**config.mk**
```make
export PLATFORM = sky130hd
export DESIGN_NAME = latchn_hs
export DESIGN_NICKNAME = d
export VERILOG_FILES = /design/src/rtl/pipe_pkg.sv /design/src/rtl/latchn_skid.sv /design/src/rtl/latchn_hs.sv
export SDC_FILE = /design/constraint.sdc
export NUM_CORES = 1
export LEC_CHECK = 0
export BUFFER_PORTS_ARGS = -buffer_cell sky130_fd_sc_hd__buf_2
export CORE_ASPECT_RATIO = 1.4
export CORE_MARGIN = 5
export CORE_UTILIZATION = 35
export DETAILED_ROUTE_END_ITERATION = 8
export HOLD_SLACK_MARGIN = 0.05
export SYNTH_ARGS = -nofsm -noshare
export SYNTH_HDL_FRONTEND = slang
export SYNTH_SLANG_ARGS = --single-unit
```
**constraint.sdc**
```tcl
create_clock -name clk -period 3.67 [get_ports clk]
set_input_delay 0.734 -clock clk [delete_from_list [all_inputs] [get_ports clk]]
set_output_delay 0.734 -clock clk [all_outputs]
set_load 0.02 [all_outputs]
```
**src/rtl/pipe_pkg.sv**
```systemverilog
// Shared pipeline control encoding used by pipeline_ctrl and every inter-stage latch.
package pipe_pkg;

    typedef enum logic [1:0] {
        CTR_RUN    = 2'b00,
        CTR_HOLD   = 2'b01,
        CTR_FLUSH  = 2'b10,
        CTR_BUBBLE = 2'b11
    } ctr_t;

    // Modes in which payloads already inside a latch keep flowing downstream.
    function automatic logic ctr_moves(input ctr_t c);
        return (c == CTR_RUN) || (c == CTR_BUBBLE);
    endfunction

endpackage

```
**src/rtl/latchn_skid.sv**
```systemverilog
// Two-entry skid FIFO behind the last stage of latchn_hs (used when LATCHN_SKID_BUF_EN is defined).
module latchn_skid #(
    parameter int WIDTH = 64
) (
    input  logic             clk,
    input  logic             rst,
    input  logic             flush,
    input  logic             push,
    input  logic [WIDTH-1:0] push_data,
    input  logic             pop,
    output logic             head_valid,
    output logic [WIDTH-1:0] head_data,
    output logic [1:0]       fill
);

    logic [WIDTH-1:0] mem0;
    logic [WIDTH-1:0] mem1;
    logic [1:0]       cnt;
    logic             do_push;
    logic             do_pop;

    assign do_push    = push && (cnt != 2'd2);
    assign do_pop     = pop && (cnt != 2'd0);
    assign head_valid = (cnt != 2'd0);
    assign head_data  = mem0;
    assign fill       = cnt;

    // mem0 is always the head; a pop shifts mem1 forward.
    always_ff @(posedge clk) begin
        if (rst) begin
            cnt  <= '0;
            mem0 <= '0;
            mem1 <= '0;
        end else if (flush) begin
            cnt <= '0;
        end else begin
            case ({do_push, do_pop})
                2'b10: begin
                    if (cnt == 2'd0) mem0 <= push_data;
                    else             mem1 <= push_data;
                    cnt <= cnt + 2'd1;
                end
                2'b01: begin
                    mem0 <= mem1;
                    cnt  <= cnt - 2'd1;
                end
                2'b11: begin
                    if (cnt == 2'd1) begin
                        mem0 <= push_data;
                    end else begin
                        mem0 <= mem1;
                        mem1 <= push_data;
                    end
                end
                default: ;
            endcase
        end
    end

endmodule

```
**src/rtl/latchn_hs.sv**
```systemverilog
// Elastic DEPTH-stage pipeline latch with valid/ready handshake and ctr stall/flush control.
// Optional build macro: LATCHN_SKID_BUF_EN adds a 2-entry skid FIFO after the last stage.
module latchn_hs
    import pipe_pkg::*;
#(
    parameter  int WIDTH = 64,
    parameter  int DEPTH = 1,
    localparam int CW    = $clog2(DEPTH + 3)
) (
    input  logic             clk,
    input  logic             rst,
    input  logic [1:0]       ctr,
    input  logic             in_valid,
    output logic             in_ready,
    input  logic [WIDTH-1:0] data_in,
    output logic             out_valid,
    input  logic             out_ready,
    output logic [WIDTH-1:0] data_out,
    output logic [CW-1:0]    count
);

    ctr_t             ctr_q;
    logic             moving;
    logic             flush;
    logic             accept;
    logic             last_adv;
    logic [DEPTH-1:0] v;
    logic [DEPTH-1:0] adv;
    logic [WIDTH-1:0] d [DEPTH];

    assign ctr_q  = ctr_t'(ctr);
    assign moving = ctr_moves(ctr_q);
    assign flush  = (ctr_q == CTR_FLUSH);

    // Advance resolves from the output side back, so an empty stage never blocks its predecessor.
    always_comb begin
        adv            = '0;
        adv[DEPTH-1]   = last_adv;
        for (int unsigned k = DEPTH - 1; k > 0; k--) begin
            adv[k-1] = moving && v[k-1] && (!v[k] || adv[k]);
        end
    end

    assign in_ready = !rst && (ctr_q == CTR_RUN) && (!v[0] || adv[0]);
    assign accept   = in_valid && in_ready;

    for (genvar i = 0; i < DEPTH; i++) begin : g_stage
        logic             v_r;
        logic [WIDTH-1:0] d_r;
        logic             load;
        logic [WIDTH-1:0] load_data;

        if (i == 0) begin : g_first
            assign load      = accept;
            assign load_data = data_in;
        end else begin : g_next
            assign load      = adv[i-1];
            assign load_data = d[i-1];
        end

        always_ff @(posedge clk) begin
            if (rst) begin
                v_r <= 1'b0;
                d_r <= '0;
            end else if (flush) begin
                v_r <= 1'b0;
            end else if (load) begin
                v_r <= 1'b1;
                d_r <= load_data;
            end else if (adv[i]) begin
                v_r <= 1'b0;
            end
        end

        assign v[i] = v_r;
        assign d[i] = d_r;
    end

`ifdef LATCHN_SKID_BUF_EN
    logic             skid_valid;
    logic [WIDTH-1:0] skid_data;
    logic [1:0]       skid_fill;

    assign last_adv  = moving && v[DEPTH-1] && (skid_fill < 2'd2);
    assign out_valid = skid_valid && moving && !rst;
    assign data_out  = skid_data;

    latchn_skid #(.WIDTH(WIDTH)) u_skid (
        .clk       (clk),
        .rst       (rst),
        .flush     (flush),
        .push      (last_adv),
        .push_data (d[DEPTH-1]),
        .pop       (out_valid && out_ready),
        .head_valid(skid_valid),
        .head_data (skid_data),
        .fill      (skid_fill)
    );

    always_comb begin
        count = CW'(skid_fill);
        for (int unsigned k = 0; k < DEPTH; k++) begin
            count = count + CW'(v[k]);
        end
    end
`else
    assign out_valid = v[DEPTH-1] && moving && !rst;
    assign last_adv  = out_valid && out_ready;
    assign data_out  = d[DEPTH-1];

    always_comb begin
        count = '0;
        for (int unsigned k = 0; k < DEPTH; k++) begin
            count = count + CW'(v[k]);
        end
    end
`endif

endmodule

```
Word level (Yosys, flattened, before mapping) --
Index checks and enable logic that the tools add are counted.
Operators by class: reductions and logical operators 14, eq/ne operators 2, add/sub/neg operators 0, mux-type cells 2, bitwise operators 1, shift operators 0, divide/modulo/power cells 0, multipliers 0, $lt $le $gt $ge 0
Operators with widths (number):
- $logic_and 1x1->1 | 6
- $eq 2x2->1 const B | 2
- $logic_not 1->1 | 2
- $logic_not 2->1 | 1
- $logic_or 1x1->1 | 2
- $mux 1 | 2
- $reduce_and 2->1 | 1
- $reduce_bool 2->1 | 1
- $reduce_or 2->1 | 1
- $not 1->1 | 1
Word-level totals: register bits 65, bits in read-only memories 0, bits of input ports 70, memories 0, latch bits 0, RAM bits 0, output and inout port bits 68

Logic depth before layout (Yosys ltp) --
depth after elaboration 9, mapped depth 6, gate-level depth less buffers 5

Least setup slack after synthesis --
Ideal clock, no wire load.
kind input port to output port, start input ctr[0], end output in_ready, path buffers 0, data required time 2.936 ns, path slack 1.261 ns, arrival 1.675 ns, stages 5, path through inv_1 ha_1 nor2b_1 nand2b_1 and3b_1
Between the ends: longest elaborated chain between the ends 7, elaborated cells on any way between the ends 9
Ends and longest elaborated chain:
- start, declared | line latchn_hs.sv:12 | input logic [1:0] ctr,
- $eq 2x2->1 or $logic_not 2->1 (tied branches) | line pipe_pkg.sv:13, latchn_hs.sv:44
- $logic_or 1x1->1 | line pipe_pkg.sv:13 | return (c == CTR_RUN) || (c == CTR_BUBBLE);
- $logic_and 1x1->1 (2 in series) | line latchn_hs.sv:107 | assign out_valid = v[DEPTH-1] && moving && !rst;
- $logic_and 1x1->1 | line latchn_hs.sv:108 | assign last_adv = out_valid && out_ready;
- $logic_or 1x1->1 | line latchn_hs.sv:44 | assign in_ready = !rst && (ctr_q == CTR_RUN) && (!v[0] || adv[0]);
- $logic_and 1x1->1 * | line latchn_hs.sv:44
- end, declared | line latchn_hs.sv:14 | output logic in_ready,
Mark *: on every way between the ends. The rest lies on a longest branch, timed or not.

Worst setup path after layout --
Ends and elaborated chain as after synthesis.

==> results.py <==
metrics = {
    "drt": {
        "routed_wl_um": 6460,
        "highest_layer": "met4",
        "vias_per_cell": 4.30,
        "post_drt_wl_per_cell_um": 13.9,
        "met3RoutedLength_um": 513,
        "ant_nets": 0,
        "met1_length_um": 2650,
        "num_vias": 1995,
        "drt_iter0_markers": 34,
        "drc": 0,
        "wl_met2_um": 3150,
        "drtPass1Iterations": 4,
    },
    "power_and_ir_drop": {
        "ir_drop_uv": 301,
        "clkPwrFrac": 0.506,
        "internal-power_uw": 1460,
        "p_comb_frac": 0.091,
        "sequentialPowerShare": 0.403,
        "leakage_uw": 0.00218,
        "power_per_cell_area_nw_per_um2": 465,
        "switching_share": 0.203,
        "p_sw_uw": 372,
    },
    "global_route": {
        "grt_pass1_vias": 2213,
        "grt_max_degree": 38,
        "antenna_found_initial": 0,
        "overflow": 0,
        "track_usage": 0.129,
        "grt_pass1_wl_um": 10200,
    },
    "synthesis": {
        "synthesis.area_um2": 2880,
        "synth_area_per_cell_um2": 13.0,
        "syn-num-nets": 294,
        "ys_types": 18,
        "ys_ff_latch": 65,
        "synth_top_cell_area_share": 0.452,
        "yosysWarnings": 0,
        "netlist_instances": 222,
        "yosysTopAreaCell": "dfxtp_1",
        "ys_top_cells_by_area": "dfxtp_1 (45%), mux2_4 (31%), nor2b_1 (12%)",
        "ys_seq_area_frac": 0.452,
    },
    "critical_path": {
        "path_buf_inv": 3,
        "critPathKind": "in -> out",
        "r2r_slack_ns": 2.22,
        "r2r_start": "g_stage[0].v_r$_SDFFE_PP0P_",
        "r2r-end": "data_out[47]$_SDFFE_PP0P_",
        "cp_common_cell": "buf_2",
        "cp.arrival_ns": 1.89,
        "path_delay_family": "simple AND/OR/NAND/NOR gates",
        "cpPeakStageDelay_ns": 0.31,
        "critPathMaxFanout": 2,
        "crit_path_cell_trace": "buf_2 -> inv_1 -> ha_1 -> nor2b_1 -> nand2b_1 -> and3b_1 -> buf_2",
        "cp-start-kind": "primary input",
        "slowest_stage": "ha_1",
        "rr_worst_depth": 4,
        "critPathCaptureType": "output port",
        "cp.required_ns": 2.94,
    },
    "clocking": {
        "numCtsBuffers": 9,
        "cts_setup_buffers": 0,
        "insertion_delay_ns": 0.32,
        "htree_levels": 3,
        "cts_sinks": 65,
        "ctsHoldBuffers": 0,
        "cts_resized": 0,
        "cts_buffer_depth": 2,
        "clk_pin_slew_ns": 0.05,
        "cts_tree": "done",
        "clockRootBuffer": "clkbuf_16",
    },
    "placement": {
        "dp_cells": 449,
        "hpwlAfterDp_um": 4710,
        "port_buffers": 136,
        "gp_congestion": 0.668,
    },
    "layout": {
        "final_cells": 464,
        "layout_common_cells": "buf_2 (136), dfxtp_1 (65), mux2_4 (60)",
        "syn2layout_area_growth_pct": 37.1,
        "nNetsFinal": 430,
        "antenna-diode-count": 0,
        "nFillCells": 778,
        "layout-drive-gt1-share": 0.605,
        "layout_commonest_cell": "buf_2",
    },
    "worst_hold_path": {
        "hold_path_end": "g_stage[0].v_r$_SDFFE_PP0P_",
        "hold_depth": 2,
        "min_path_type": "reg -> reg",
        "min_from": "g_stage[0].v_r$_SDFFE_PP0P_",
    },
    "die": {
        "placementRows": 39,
        "ioPinCount": 138,
        "die_h_um": 117,
        "fp.dieW_um": 86.6,
        "core_um2": 8100,
        "start_util": 0.355,
        "die_area_um2": 10200,
    },
    "timing": {
        "rsz0062_at_grt": "false",
        "worstMarginPinSlew_ns": 0.577,
        "clock_skew_ns": 0.00559,
        "tns_ns": 0,
        "fmax_ghz": 0.381,
        "maxSlewViolCount": 0,
        "setup_violations": 0,
        "period_needed_ns": 2.62,
        "finalCritPeriodShare": 0.715,
        "relSlewSlack": 0.615,
        "hold_violations": 0,
    },
    "run_status": {
        "status": "finished, final reports clean",
    },
    "flow_run": {
        "maxCapViolCount": 0,
    },
}
-- worst max-delay path by stage --
| stage | startpoint | endpoint | slack [ns] | cells past startpoint |
|---|---|---|---|---|
| after floorplan | ctr[0] | in_ready | 1.26 | 5 |
| after detailed placement | ctr[0] | in_ready | 1.04 | 7 |
| after global routing | ctr[0] | in_ready | 0.93 | 7 |
| after global placement | ctr[0] | in_ready | 1.11 | 7 |
| final | ctr[0] | in_ready | 1.05 | 7 |
| after CTS | ctr[0] | in_ready | 1.03 | 7 |
-- worst register-to-register path, cell delays in order (launching register included) --
cell and delay, ns:
dfxtp_1 0.35, inv_1 0.09, o21ai_4 0.20, buf_4 0.31, mux2_2 0.38
-- synth_stat cells --
| cell | number |
|---|---|
| conb_1 | 1 |
| nor2b_1 | 56 |
| and3b_1 | 1 |
| ha_1 | 2 |
| nand2_1 | 1 |
| nand2b_1 | 1 |
| mux2_2 | 4 |
| a211oi_1 | 1 |
| inv_1 | 3 |
| dfxtp_1 | 65 |
| o21ai_4 | 1 |
| and2b_1 | 9 |
| nor3_1 | 1 |
| mux2_4 | 60 |
| buf_6 | 6 |
| clkbuf_1 | 6 |
| buf_4 | 3 |
| and4bb_1 | 1 |
-- power groups by stage --
stage	Combinational, uW	Clock [uW]	Sequential [uW]
global route	180	992	741
CTS	170	959	739
global placement	167	0	753
floorplan	74.4	0	779
detailed placement	170	0	753
finish	167	928	739
-- kinds of logic (layout without fill, tap and decap cells) --
family,after synthesis,count (layout),share of synthesized area
adders and majority gates,2,2,0.00869
DFF,65,65,0.452
other,1,1,0.00130
AOI/OAI and AO/OA,2,2,0.00826
muxes,64,64,0.329
and+or+nand+nor,70,70,0.158
buffers and inverters,18,158,0.0430
-- state kept, by name, summed over array words and instances (netlist names) --
register / count
data_out: 64
g_stage.v_r: 1
-- routing by layer --
layer / vias up / track usage
met1: 901 / 0.145
li1: 1000 / -
met2: 82 / 0.209
met5: - / 0
met3: 12 / 0.0434
met4: 0 / 0.0800
-- metrics by stage --
step                       util  power [uW]  hold WS (ns)  instance area, um2  setup slack [ns]
final                     0.487        1830         0.537                3950              1.05
after CTS                 0.487        1870         0.536                3950              1.03
after global placement    0.446         920         0.504                3620              1.11
after detailed placement  0.446         923         0.518                3620              1.04
after global routing      0.487        1910         0.583                3950             0.932
after floorplan               -         854         0.478                2880              1.26
-- area by class of cell --
cell class / instances / area (um2) / area share
tap: 102 / 128 / 0.0323
clock inverter: 2 / 60.1 / 0.0152
timing repair buffer: 140 / 723 / 0.183
inverter: 3 / 11.3 / 0.00285
clock buffer: 13 / 270 / 0.0685
multi-input combinational: 139 / 1450 / 0.368
sequential: 65 / 1300 / 0.330
No activity file was read; power rests on OpenSTA's default activity.
